### src/rtl/mio_bus_n.sv
// Memory-mapped I/O bus controller: decodes the CPU address into one of N_SLV
// windows and runs a registered request / wait-state / acknowledge handshake.
module mio_bus_n #(
  parameter int                 N_SLV    = 4,
  parameter int                 DW       = 32,
  parameter logic [N_SLV*4-1:0] SLV_BASE = {4'hF, 4'hE, 4'hC, 4'h0},
  parameter logic [N_SLV*4-1:0] WAIT_CYC = {4'd0, 4'd0, 4'd2, 4'd1}
) (
  input  logic                clk,
  input  logic                rst,
  input  logic                req,
  input  logic                mem_w,
  input  logic [31:0]         addr_bus,
  input  logic [DW-1:0]       cpu_data2bus,
  output logic [DW-1:0]       cpu_data4bus,
  output logic                CPU_wait,
  output logic                ack,
  output logic [N_SLV-1:0]    slv_sel,
  output logic [N_SLV-1:0]    slv_we,
  output logic [27:0]         slv_addr,
  output logic [DW-1:0]       slv_wdata,
  input  logic [N_SLV*DW-1:0] slv_rdata,
  output logic                err,
  input  logic                err_clr,
  output logic [31:0]         err_addr
);

  typedef enum logic [1:0] {S_IDLE, S_ACCESS, S_DONE} state_t;

  state_t           r_state, w_state_nxt;
  logic [3:0]       r_cnt, w_cnt_nxt;
  logic             r_wr, w_wr_nxt;
  logic [DW-1:0]    r_rdata, w_rdata_nxt;
  logic             r_wait, w_wait_nxt;
  logic             r_ack, w_ack_nxt;
  logic [N_SLV-1:0] r_sel, w_sel_nxt;
  logic [N_SLV-1:0] r_we, w_we_nxt;
  logic [27:0]      r_addr, w_addr_nxt;
  logic [DW-1:0]    r_wdata, w_wdata_nxt;
  logic             r_err, w_err_nxt;
  logic [31:0]      r_eaddr, w_eaddr_nxt;

  logic             w_hit;
  logic [N_SLV-1:0] w_hit_oh;
  logic [3:0]       w_hit_wait;
  logic [DW-1:0]    w_slv_rd;

  // Scan from the top index down so the lowest matching window wins.
  always_comb begin
    w_hit      = 1'b0;
    w_hit_oh   = '0;
    w_hit_wait = 4'd0;
    for (int k = N_SLV - 1; k >= 0; k--) begin
      if (addr_bus[31:28] == SLV_BASE[4*k +: 4]) begin
        w_hit       = 1'b1;
        w_hit_oh    = '0;
        w_hit_oh[k] = 1'b1;
        w_hit_wait  = WAIT_CYC[4*k +: 4];
      end
    end
  end

  always_comb begin
    w_slv_rd = '0;
    for (int k = 0; k < N_SLV; k++) begin
      if (r_sel[k]) w_slv_rd = w_slv_rd | slv_rdata[DW*k +: DW];
    end
  end

  always_comb begin
    w_state_nxt = r_state;
    w_cnt_nxt   = r_cnt;
    w_wr_nxt    = r_wr;
    w_rdata_nxt = r_rdata;
    w_wait_nxt  = 1'b0;
    w_ack_nxt   = 1'b0;
    w_sel_nxt   = r_sel;
    w_we_nxt    = '0;
    w_addr_nxt  = r_addr;
    w_wdata_nxt = r_wdata;
    w_err_nxt   = r_err & ~err_clr;
    w_eaddr_nxt = r_eaddr;
    case (r_state)
      S_IDLE: begin
        w_sel_nxt = '0;
        if (req) begin
          w_wr_nxt    = mem_w;
          w_addr_nxt  = addr_bus[27:0];
          w_wdata_nxt = cpu_data2bus;
          // CPU_wait rises on both paths so a miss still shows one wait cycle.
          w_wait_nxt  = 1'b1;
          if (w_hit) begin
            w_state_nxt = S_ACCESS;
            w_sel_nxt   = w_hit_oh;
            w_we_nxt    = mem_w ? w_hit_oh : '0;
            w_cnt_nxt   = w_hit_wait;
          end else begin
            w_state_nxt = S_DONE;
            w_ack_nxt   = 1'b1;
            w_err_nxt   = 1'b1;
            if (!mem_w) w_rdata_nxt = '0;
            if (!r_err || err_clr) w_eaddr_nxt = addr_bus;
          end
        end
      end
      S_ACCESS: begin
        w_wait_nxt = 1'b1;
        if (r_cnt != 4'd0) begin
          w_cnt_nxt = r_cnt - 4'd1;
        end else begin
          if (!r_wr) w_rdata_nxt = w_slv_rd;
          w_state_nxt = S_DONE;
          w_ack_nxt   = 1'b1;
          w_wait_nxt  = 1'b0;
          w_sel_nxt   = '0;
        end
      end
      S_DONE: begin
        w_state_nxt = S_IDLE;
        w_sel_nxt   = '0;
      end
      default: begin
        w_state_nxt = S_IDLE;
        w_sel_nxt   = '0;
      end
    endcase
  end

  always_ff @(posedge clk) begin
    if (rst) begin
      r_state <= S_IDLE;
      r_cnt   <= 4'd0;
      r_wr    <= 1'b0;
      r_rdata <= '0;
      r_wait  <= 1'b0;
      r_ack   <= 1'b0;
      r_sel   <= '0;
      r_we    <= '0;
      r_addr  <= '0;
      r_wdata <= '0;
      r_err   <= 1'b0;
      r_eaddr <= '0;
    end else begin
      r_state <= w_state_nxt;
      r_cnt   <= w_cnt_nxt;
      r_wr    <= w_wr_nxt;
      r_rdata <= w_rdata_nxt;
      r_wait  <= w_wait_nxt;
      r_ack   <= w_ack_nxt;
      r_sel   <= w_sel_nxt;
      r_we    <= w_we_nxt;
      r_addr  <= w_addr_nxt;
      r_wdata <= w_wdata_nxt;
      r_err   <= w_err_nxt;
      r_eaddr <= w_eaddr_nxt;
    end
  end

  assign cpu_data4bus = r_rdata;
  assign CPU_wait     = r_wait;
  assign ack          = r_ack;
  assign slv_sel      = r_sel;
  assign slv_we       = r_we;
  assign slv_addr     = r_addr;
  assign slv_wdata    = r_wdata;
  assign err          = r_err;
  assign err_addr     = r_eaddr;

endmodule

### config.mk
export PLATFORM = sky130hd
export DESIGN_NAME = mio_bus_n
export DESIGN_NICKNAME = d
export VERILOG_FILES = /design/src/rtl/mio_bus_n.sv
export SDC_FILE = /design/constraint.sdc
export NUM_CORES = 1
export LEC_CHECK = 0
export ABC_AREA = 1
export CAP_MARGIN = 10
export CORE_AREA = 2 2 127 129
export DETAILED_ROUTE_END_ITERATION = 6
export DIE_AREA = 0 0 129 131
export PLACE_DENSITY_LB_ADDON = 0.08
export SYNTH_ARGS = -nofsm -noshare
export SYNTH_HDL_FRONTEND = slang
export SYNTH_SLANG_ARGS = --single-unit
### constraint.sdc
create_clock -name clk -period 4.45 [get_ports clk]
set_input_delay 0.6675 -clock clk [delete_from_list [all_inputs] [get_ports clk]]
set_output_delay 0.6675 -clock clk [all_outputs]
set_load 0.01 [all_outputs]
==> run_results.csv <==
group,metric,value,unit
grt,grt.overflow.total,0,
worst_setup_path,crit_arrival,2.98,ns
synth,synth_fp_nets,1144,
cts,ctsResizeCount,0,
routing,drt_iter0_markers,299,
power_and_ir_drop,power_density,379,mW/mm2
die,io_pins,332,
routing,totalWireLength,20400,um
worst_setup_path,crit_chain,"inv_2 > nand2_2 > inv_2 > a21oi_4 > nand3_4 > inv_2 > nor2_1 > nor2_1",
grt,grtUsageTotal,24.0,%
power_and_ir_drop,switching_share,26.9,%
place,post_dp_cell_area,0.00961,mm2
power_and_ir_drop,ir_drop,0.278,mV
synth,syn_inst,946,
cts,clockBufferDepth,2,
grt,grt_pass1_wl,32000,um
cts,cts_made_buffers,17,
grt,grt.busiest_layer,"met2",
cts,clk_latency,0.41,ns
power_and_ir_drop,internal_power,2.83,mW
die,die_y,131,um
place,routabilityCongestion,0.837,
place,io_buffers,331,
synth,synth-edff-count,0,
cts,cts_hold_buf,0,
routing,ant_nets,0,
layout,final_area,0.0102,mm2
grt,grt_max_degree,65,
die,core-area,0.0156,mm2
synth,synth.top_cells.by_area,"dfxtp_1, nor2_1, nand2_1",
sta,hold_violations,0,
worst_setup_path,crit_path_start_kind,"flop",
worst_setup_path,rr_startpoint,"r_state[1]",
synth,synth_flop_cell,"dfxtp_1",
die,start_util,39.9,%
routing,drc_errors,0,
synth,ys_seq_elements,142,
synth,yosysWarnings,0,
flow_run,cap_violations,0,
worst_hold_path,min-delay-path-class,"reg -> reg",
power_and_ir_drop,comb_power_share,23.4,%
power_and_ir_drop,power,3.88,mW
sta,report.final.setup_viol,0,
worst_setup_path,cp.buffers_inverters,3,
synth,yosysMostFrequentCell,"nor2_1",
layout,nets,1443,
power_and_ir_drop,p_seq_share,38.1,%
routing,wl_per_cell,13.8,um
synth,syn_area,0.00622,mm2
run_status,status,"finished clean",
layout,drive_gt1_share,4.69,%
sta,rsz0062_at_grt,"false",
sta,fin_tns_setup,0,ns
synth,ys_types,24,
routing,routed_via_density,4.63,
routing,drtPass1Iterations,4,
cts,root_buffer,"clkbuf_16",
sta,relSlewSlack,53.0,%
routing,num_vias,6819,
sta,finClkSkew,0.00636,ns
cts,cts_setup_buffers,0,
place,dp_hpwl,14700,um
power_and_ir_drop,clockPowerShare,38.5,%
cts,htreeDepth,4,
power_and_ir_drop,p_sw,1.04,mW
die,rows,46,
sta,max_slew.worst_pin.slew,0.705,ns
cts,clock_sinks,142,
cts,tritoncts,"done",
sta,drv_slew,0,
worst_setup_path,critPathLaunch,"r_state[1]",
synth,yosysTopAreaCellShare,45.7,%
power_and_ir_drop,p_leak,4.24,nW
grt,grt_pass1_vias,6414,
worst_setup_path,path_max_fanout,37,
layout,num-fill-cells,1431,
synth,synth.top_cells.by_count,"nor2_1, nand2_1, dfxtp_1, o21ai_0, inv_1",
worst_setup_path,cp_slowest_cell,"a21oi_4",
grt,grt_antenna_before_repair,0,
grt,use_met2,40.0,%
grt,grt_use_met1,28.5,%
worst_setup_path,endpoint_kind,"flop",
die,dieArea,0.0169,mm2
grt,met3_usage,7.37,%
layout,area_delta_synth_final,64.6,%
worst_setup_path,required,4.80,ns
synth,async_reset_ff_share,0,%
cts,clkTransAtPathRegs,0.06,ns
sta,fmax,0.380,GHz
synth,yosys.area.top_type,"dfxtp_1",
sta,timing.final.crit_share,59.2,%
die,die_w,129,um
worst_setup_path,crit_top_cell,"inv_2",
worst_setup_path,cp_top_family,"simple AND/OR/NAND/NOR gates",
sta,fin_crit,2.63,ns
synth,syn_area_per_cell,6.57,um2
synth,ys_seq_area_share,45.7,%
worst_setup_path,crit_type,"reg -> reg",
worst_hold_path,hp-start,"slv_addr[23]",
worst_setup_path,cpPeakStageDelay,0.48,ns
layout,n_antenna_cell,0,
## power by group through the flow
stage                     clock network [mW]  logic [mW]  registers (mW)
after global routing                    1.57        1.01            1.49
after floorplan                            0       0.341            1.56
after detailed placement                   0       0.911            1.51
after global placement                     0       0.905            1.50
final                                   1.49       0.908            1.48
after CTS                               1.52       0.917            1.48
## flip-flops by register name, summed over array words and instances, names as in the netlist
| name | flops |
|---|---|
| r_state | 2 |
| CPU_wait | 1 |
| slv_addr | 28 |
| err_addr | 32 |
| cpu_data4bus | 32 |
| r_wr | 1 |
| slv_we | 4 |
| slv_wdata | 32 |
| ack | 1 |
| err | 1 |
| slv_sel | 4 |
| r_cnt | 4 |
## path summary, 6_finish.rpt
check	end	cells past startpoint	slack, ns
hold / removal	slv_addr[23]	2	0.48
hold reg to reg	slv_addr[23]	2	0.48
setup reg to reg	cpu_data4bus[6]	8	1.82
setup / recovery	cpu_data4bus[6]	8	1.82
## stage by stage
step                      utilization [%]  cells  hold slack [ns]  setup WS (ns)
after floorplan                         -    946            0.458           2.62
after global placement               61.6   1442            0.461           1.58
after detailed placement             61.6   1442            0.469           1.54
after CTS                            65.6   1473            0.483           1.80
after global routing                 65.6   1473            0.497           1.53
final                                65.6   1473            0.478           1.82
## layout make-up
cell class | instances | area [um2] | area share (%)
Sequential cell | 142 | 2840 | 27.8
Clock buffer | 18 | 429 | 4.19
Multi-Input combinational cell | 686 | 2900 | 28.3
Tap cell | 216 | 270 | 2.64
Clock inverter | 13 | 190 | 1.86
Timing Repair Buffer | 341 | 3390 | 33.1
Inverter | 57 | 215 | 2.10
## per-layer routing
metal | part of all wire [%] | up-vias | routed length, um
met2 | 47 | 241 | 9630
met3 | 7.4 | 43 | 1510
met5 | 0 | - | 0
met1 | 42 | 2979 | 8550
met4 | 3.3 | 0 | 665
li1 | - | 3556 | -
## cell families after synthesis
logic type,synth area share (%)
compound gates,12.3
simple gates,34.1
fa+ha+maj,0.201
flops,45.7
buf+inv,7.69
## worst min-delay path, cell delays in order, from the launching register on
cell and delay, ns:
dfxtp_1 0.32, nor2_1 0.04, nor2_1 0.08
## cells in the final DEF (no fill, tap or decap), drive strengths merged
cell and n:
a21oi 15, clkinvlp 1, dfxtp 142, inv 58, buf 10, clkinv 7, nand4 17, o21ai 112
a31oi 18, nor2 260, nand2 251, nor3 1, clkdlybuf4s50 331, nor4 2, nand3 9, bufinv 4
ha 1, clkbuf 18
No activity file was read; power rests on OpenSTA's default activity.
